===== src/rtl/uart_rx_param.sv =====
`default_nettype none
`timescale 1ns/1ps
// ============================================================================
// Module      : uart_rx_param
// Description : Parametrised UART receiver (5..9 data bits, none/odd/even
//               parity). Optional 3-sample majority vote: UART_RX_MAJ3_EN.
// Revision    : 1.0 - initial release
// ============================================================================
module uart_rx_param #(
    parameter int CLK_FREQ  = 50_000_000,
    parameter int BAUD      = 9600,
    parameter int DATA_BITS = 8,
    parameter int PARITY    = 0
) (
    input  logic                 sclk,
    input  logic                 rst_n,
    input  logic                 rx,
    output logic [DATA_BITS-1:0] po_data,
    output logic                 po_flag,
    output logic                 parity_err,
    output logic                 frame_err
);

    localparam int BAUD_DIV = CLK_FREQ / BAUD;
    localparam int HALF     = BAUD_DIV / 2;
    localparam int CNT_W    = (BAUD_DIV > 1) ? $clog2(BAUD_DIV) : 1;

    localparam logic [CNT_W-1:0] C_DIV_LAST = CNT_W'(BAUD_DIV - 1);
    localparam logic [3:0]       C_LAST_BIT = 4'(DATA_BITS - 1);

    typedef enum logic [2:0] {
        S_IDLE  = 3'd0,
        S_START = 3'd1,
        S_DATA  = 3'd2,
        S_PAR   = 3'd3,
        S_STOP  = 3'd4
    } state_t;

    state_t               r_state;
    logic                 r_rx1;
    logic                 r_rx2;
    logic                 r_rx3;
    logic [CNT_W-1:0]     r_cnt_baud;
    logic [3:0]           r_bit_cnt;
    logic [DATA_BITS-1:0] r_shift;
    logic                 r_par_err;

    logic                 w_start_edge;
    logic                 w_decide;
    logic                 w_sample;
    logic                 w_par_exp;

    assign w_start_edge = r_rx3 & ~r_rx2;
    assign w_par_exp    = (PARITY == 1) ? ~(^r_shift) : (^r_shift);

`ifdef UART_RX_MAJ3_EN
    localparam logic [CNT_W-1:0] C_HALF_M1 = CNT_W'(HALF - 1);
    localparam logic [CNT_W-1:0] C_HALF    = CNT_W'(HALF);
    localparam logic [CNT_W-1:0] C_DECIDE  = CNT_W'(HALF + 1);

    logic r_maj0;
    logic r_maj1;

    // Collect the two earlier votes; the third is the live rx2 at decision time.
    always_ff @(posedge sclk or negedge rst_n) begin
        if (!rst_n) begin
            r_maj0 <= 1'b1;
            r_maj1 <= 1'b1;
        end else begin
            if (r_cnt_baud == C_HALF_M1) r_maj0 <= r_rx2;
            if (r_cnt_baud == C_HALF)    r_maj1 <= r_rx2;
        end
    end

    assign w_sample = (r_maj0 & r_maj1) | (r_maj0 & r_rx2) | (r_maj1 & r_rx2);
`else
    localparam logic [CNT_W-1:0] C_DECIDE = CNT_W'(HALF);

    assign w_sample = r_rx2;
`endif

    assign w_decide = (r_cnt_baud == C_DECIDE);

    always_ff @(posedge sclk or negedge rst_n) begin
        if (!rst_n) begin
            r_rx1      <= 1'b1;
            r_rx2      <= 1'b1;
            r_rx3      <= 1'b1;
            r_state    <= S_IDLE;
            r_cnt_baud <= '0;
            r_bit_cnt  <= '0;
            r_shift    <= '0;
            r_par_err  <= 1'b0;
            po_data    <= '0;
            po_flag    <= 1'b0;
            parity_err <= 1'b0;
            frame_err  <= 1'b0;
        end else begin
            r_rx1   <= rx;
            r_rx2   <= r_rx1;
            r_rx3   <= r_rx2;
            po_flag <= 1'b0;

            if (r_state == S_IDLE) begin
                r_cnt_baud <= '0;
                if (w_start_edge) r_state <= S_START;
            end else begin
                // The baud counter free-runs across bit states of one frame.
                r_cnt_baud <= (r_cnt_baud == C_DIV_LAST) ? '0 : r_cnt_baud + 1'b1;

                if (w_decide) begin
                    case (r_state)
                        S_START: begin
                            if (w_sample) begin
                                r_state    <= S_IDLE;
                                r_cnt_baud <= '0;
                            end else begin
                                r_state   <= S_DATA;
                                r_bit_cnt <= '0;
                                r_par_err <= 1'b0;
                            end
                        end
                        S_DATA: begin
                            r_shift   <= {w_sample, r_shift[DATA_BITS-1:1]};
                            r_bit_cnt <= r_bit_cnt + 1'b1;
                            if (r_bit_cnt == C_LAST_BIT)
                                r_state <= (PARITY != 0) ? S_PAR : S_STOP;
                        end
                        S_PAR: begin
                            r_par_err <= w_sample ^ w_par_exp;
                            r_state   <= S_STOP;
                        end
                        S_STOP: begin
                            // Leave mid-stop so the next start edge can be caught early.
                            r_state    <= S_IDLE;
                            r_cnt_baud <= '0;
                            po_data    <= r_shift;
                            parity_err <= r_par_err;
                            frame_err  <= ~w_sample;
                            po_flag    <= 1'b1;
                        end
                        default: begin
                            r_state    <= S_IDLE;
                            r_cnt_baud <= '0;
                        end
                    endcase
                end
            end
        end
    end

endmodule
`default_nettype wire


===== config.mk =====
export PLATFORM = sky130hd
export DESIGN_NAME = uart_rx_param
export DESIGN_NICKNAME = d
export VERILOG_FILES = /design/src/rtl/uart_rx_param.sv
export SDC_FILE = /design/constraint.sdc
export NUM_CORES = 1
export LEC_CHECK = 0
export CAP_MARGIN = 20
export CORE_MARGIN = 2
export CORE_UTILIZATION = 45
export DETAILED_ROUTE_END_ITERATION = 8
export PLACE_DENSITY = 0.69
export SLEW_MARGIN = 20
export SYNTH_ARGS = -nofsm -noshare
export SYNTH_HDL_FRONTEND = slang
export SYNTH_SLANG_ARGS = --single-unit
export TNS_END_PERCENT = 100

===== constraint.sdc =====
create_clock -name sclk -period 2.31 [get_ports sclk]
set_input_delay 0.462 -clock sclk [delete_from_list [all_inputs] [get_ports sclk]]
set_output_delay 0.462 -clock sclk [all_outputs]
set_load 0.01 [all_outputs]

==> impl_metrics.toml <==
[clocking]
clock_path_buffers = 2
cts_hold_buf = 0
clk_pin_slew_worst_paths_ns = 0.09
cts_sinks = 43
insertion_delay_ns = 0.30
post_cts_buffers = 0
h-tree-depth = 2
cts_tree = "yes"
cts_inserted_buffers = 5
clockRootBuffer = "clkbuf_8"
post_cts_resized = 0

[yosys]
synth_area_um2 = 2098
synthSimpleGateAreaFrac_pct = 16.58
synth_compound_area_share_pct = 4.711
synth_edf_count = 0
synth-adder-area-share_pct = 1.789
avgSynthCellArea_um2 = 12.13
ys_ff_latch = 43
synth_xor_xnor_area_share_pct = 7.335
synth_seq_area_share_pct = 51.46
ys.flop_type = "dfrtp_1"
yosysWarnings = 0
async_reset_ff_share_pct = 100.0
syn_nets = 179
synthCells = 173
synthDistinctLibCells = 40
synthMuxAreaShare_pct = 14.13
synth_top_family_by_area = "simple AND/OR/NAND/NOR gates"

[timing]
clock.fmax_mhz = 518.7
finalHoldWorstSlack_ns = 0.06289
period_share_pct = 83.46
hold_viol = 0
fin_crit_ns = 1.928
timing.max_slew.rel_slack_pct = 60.35
rsz0062_at_grt = "false"
finalClockSkew_ns = 0.006525
slew_violations = 0
tns_ns = 0
setup-violations-final = 0
tightest_slew_ns = 0.5948

[final_layout]
layout_common_cells = "dfrtp_1 (40), nor2_1 (17), mux2_4 (14), clkdlybuf4s50_1 (12), inv_1 (11)"
area.growth.synth_to_final_pct = 12.16
n_fill_cell = 380
n_antenna_cell = 0
stdcell_count = 242
nNetsFinal = 195
drive_above_1_share_pct = 20.00
post-route-util_pct = 53.32
final_common_cell = "dfrtp_1"

[power]
worst_ir_drop_vdd_uv = 624.5
power.leakage_nw = 1.119
pwr-share-comb_pct = 15.3
p_per_area_nw_per_um2 = 715.6
p_int_mw = 1.140
switchingPower_mw = 0.5442
switching_share_pct = 32.31
pwr-share-clk_pct = 29.0
p_seq_share_pct = 55.7
fin_total_pwr_mw = 1.684

[detailed_routing]
first_iter_violations = 42
vias_per_cell = 5.595
dr.pass1.iters = 4
wl_um = 3589
drc = 0
vias = 1354
routedWlPerCell_um = 14.83
final_antenna_net_count = 0

[floorplan]
num_rows = 24
die_width_um = 72.29
ios = 14
die_height_um = 72.29
dieArea_um2 = 5225
core_um2 = 4414
initial_core_util_pct = 47.53

[grt]
grtUsageTotal_pct = 15.32
antenna_found_initial = 0
grt_pass1_wl_um = 6237
grtUsageMet3_pct = 4.167
grt-busiest-layer = "met2"
overflow = 0
grt_pass1_vias = 1379
grt_use_met2_pct = 26.71
met1_usage_pct = 17.84
grt_max_degree = 19

[hold_path]
hold_path_class = "input port to async pin"

[flow_run]
max_cap_violations = 0

[setup_path]
crit_required_ns = 2.47
crit_slowest_cell = "o221ai_2"
cp_max_fo = 13
crit_type = "flip-flop to flip-flop"
cp_cell_sequence = "inv_1, ha_1, and4bb_1, nand4_1, o221ai_2, nor2_1"
worst_ep_arrival_time_ns = 2.09
cp-start-kind = "flip-flop"
crit_path_end_kind = "flip-flop"
cpPeakStageDelay_ns = 0.59

[place]
place.gp.congestion = 0.8193
dp_hpwl_um = 2614
port_buffers = 13
placedCellCount = 234

[run_status]
status = "finished clean"
-- path summary, 6_finish.rpt --
| check | slack [ns] | endpoint | cells past startpoint | startpoint |
|---|---|---|---|---|
| worst max-delay path | 0.38 | r_cnt_baud[7]$_DFF_PN0_ | 6 | r_cnt_baud[0]$_DFF_PN0_ |
| worst min-delay path | 0.06 | r_shift[6]$_DFFE_PN0P_ | 1 | rst_n |
| min in group sclk | 0.36 | r_rx2$_DFF_PN1_ | 0 | r_rx1$_DFF_PN1_ |
| max in group asynchronous | 1.65 | r_rx1$_DFF_PN1_ | 2 | rst_n |
| worst min register to register | 0.36 | r_rx2$_DFF_PN1_ | 0 | r_rx1$_DFF_PN1_ |
| worst max register to register | 0.38 | r_cnt_baud[7]$_DFF_PN0_ | 6 | r_cnt_baud[0]$_DFF_PN0_ |
-- flip-flops by register name, indices dropped and copies added (netlist names) --
| name | cells |
|---|---|
| r_rx2 | 1 |
| r_cnt_baud | 13 |
| r_bit_cnt | 4 |
| r_rx3 | 1 |
| frame_err | 1 |
| po_flag | 1 |
| r_shift | 8 |
| po_data | 8 |
| r_rx1 | 1 |
| r_state | 3 |
| r_par_err | 1 |
| parity_err | 1 |
-- power groups by stage --
stage               combinational (mW)  sequential (mW)  clock, mW
finish                           0.258            0.939      0.488
global route                     0.296            0.956      0.532
CTS                              0.262            0.938      0.501
detailed placement               0.260            0.952          0
global placement                 0.249            0.944          0
floorplan                        0.251            0.886          0
-- worst max-delay path: cells and delay by family, from the launching register on --
kind,cells,cell delay (ns)
and+or+nand+nor,3,0.57
buffers and inverters,1,0.07
AOI/OAI and AO/OA,1,0.59
DFF,1,0.43
adders and majority gates,1,0.13
-- cell type report --
type	instances	area (µm²)	share of cell area, %
Inverter	11	41.29	1.754
Timing Repair Buffer	15	140.1	5.954
Clock inverter	3	23.77	1.010
Sequential cell	43	1080	45.88
Clock buffer	5	68.82	2.924
Tap cell	52	65.06	2.764
Multi-Input combinational cell	113	934.6	39.71
-- synthesized netlist by cell type, types with 4 or more instances --
cell type | count | area (µm²)
buf_2 | 4 | 20.02
dfrtp_1 | 40 | 1001
inv_1 | 11 | 41.29
mux2_2 | 5 | 56.30
mux2_4 | 14 | 210.2
nand2_1 | 5 | 18.77
nand3_1 | 7 | 35.03
nand4_1 | 6 | 37.54
nor2_1 | 17 | 63.81
nor3_1 | 5 | 25.02
xnor2_1 | 8 | 70.07
xor2_1 | 7 | 61.31
-- metrics by stage --
step / setup slack (ns) / instance area [µm²]
floorplan: 0.6099 / 2098
global placement: 0.4269 / 2261
detailed placement: 0.3680 / 2261
CTS: 0.3531 / 2354
global route: 0.1640 / 2354
finish: 0.3821 / 2354
-- logic make-up (layout without fill, tap and decap cells) --
family          Yosys count  count (layout)
xor+xnor                 16              16
compound gates           14              14
mux                      22              22
flops                    43              43
simple gates             58              58
buf+inv                  17              34
fa+ha+maj                 3               3
-- metal layers --
metal	routed length, µm	share of wire, %
met5	0	0
met1	1539	43
met3	136	3.8
met4	79	2.2
met2	1833	51
Note: power is estimated with default switching activity, not from simulation.
==> edit, RTL diff (config.mk and constraints unchanged) <==
Build with the macro `UART_RX_MAJ3_EN` defined.
--- a/src/rtl/uart_rx_param.sv
+++ b/src/rtl/uart_rx_param.sv
@@ -8,2 +8,4 @@
 // ============================================================================
+`define UART_RX_MAJ3_EN
+
 module uart_rx_param #(
Formal check against the unedited RTL: no difference found for any inputs over 10 cycles, from zero or initial values and one cycle with rst_n low; that may be too few to reach the edited logic, so the function may still have changed.
==> edit against the unedited design <==
Setup slack worse by 280 ps; count of clock-buffer cells in the layout stayed put; power is 7.7% higher; combinational power grew 6%; hold slack better by 160 ps; global-route usage is 0.88 points higher; design area is 8.5% higher; area after synthesis increased by 3.5%; routed wire length grew 3.9%; sequential cell count increased by 2.
==> edit: results <==
[placed_design]
place_inst = 261
dpl_cell_area_um2 = 2440
gp_congestion = 0.838
dp_slack_ps = 106
hpwl_um = 2620

[synth]
synth_common_cells = "dfrtp_1 (40), nor2_1 (19), mux2_2 (13), nand2_1 (12), xnor2_1 (12)"
synth-async-reset-ratio = 1.00
synthTopCellsByArea = "dfrtp_1 (46%), mux2_2 (6.7%), dfstp_2 (6.1%)"
syn-num-nets = 191
seq_area_frac_synth = 0.522

[power]
vdd_drop_max_mv = 0.579
power_leakage_nw = 1.15
p_switching_uw = 524

[final_layout]
drive_gt1_frac = 0.247
fin_nets = 221
num-fill-cells = 410

[critical_path]
cpMaxStageDelayCell = "or4b_4"
critical_path_arrival_ps = 2400
crit_fanout = 10

[detailed_routing]
vias = 1425
drt-met1-wl_um = 1870
first_iter_violations = 77
post_drt_wl_per_cell_um = 13.9
dr_wl_met3_um = 71
wl_met2_um = 1710

[global_route]
use_met2 = 0.249
grt_pass1_vias = 1437
grtUsageMet1 = 0.223
grt_pass1_wl_um = 6760

[run_status]
status = "completed"

[sta]
skew_ps = 6.55
worst_pin_slew_ps = 562
[edit: power by group through the flow]
| stage | clock network [mW] | registers (mW) | logic (mW) |
|---|---|---|---|
| 3_3_place_gp | 0 | 0.952 | 0.271 |
| 3_5_place_dp | 0 | 0.955 | 0.276 |
| 4_1_cts | 0.620 | 0.939 | 0.279 |
| 2_1_floorplan | 0 | 0.932 | 0.192 |
| 6_report | 0.600 | 0.939 | 0.274 |
| 5_1_grt | 0.650 | 0.951 | 0.316 |
[edit: kinds of logic (layout without fill, tap and decap cells)]
| logic type | count (synthesis) | count (layout) | share of synthesized area |
|---|---|---|---|
| AO/OA/AOI/OAI | 17 | 17 | 0.0473 |
| XOR/XNOR | 19 | 19 | 0.0767 |
| adder cells (fa/ha/maj) | 5 | 5 | 0.0277 |
| buffers and inverters | 11 | 42 | 0.0248 |
| flip-flops | 45 | 45 | 0.522 |
| multiplexers | 20 | 20 | 0.116 |
| AND/OR/NAND/NOR | 67 | 67 | 0.186 |
[edit: final cells by class]
class	instances	area, µm²	share of cell area
Timing Repair Buffer	26	223	0.0873
Clock inverter	3	46.3	0.0181
Multi-Input combinational cell	128	985	0.386
Tap cell	54	67.6	0.0265
Clock buffer	5	68.8	0.0270
Sequential cell	45	1130	0.444
Inverter	8	30.0	0.0118
[edit: path summary, 6_finish.rpt]
path	start	end	slack (ps)	cells after the start
max	r_cnt_baud[4]	r_shift[6]	100	4
min	rst_n	po_data[2]	220	2
max reg2reg	r_cnt_baud[4]	r_shift[6]	100	4
min reg2reg	r_rx1	r_rx2	350	0
max in group asynchronous	rst_n	r_maj0	1690	2
min in group sclk	r_rx1	r_rx2	350	0
[edit: critical path, delay by kind of cell (launching register included)]
kind | cells | cell delay [ps]
simple gates | 3 | 1360
flops | 1 | 390
mux | 1 | 370
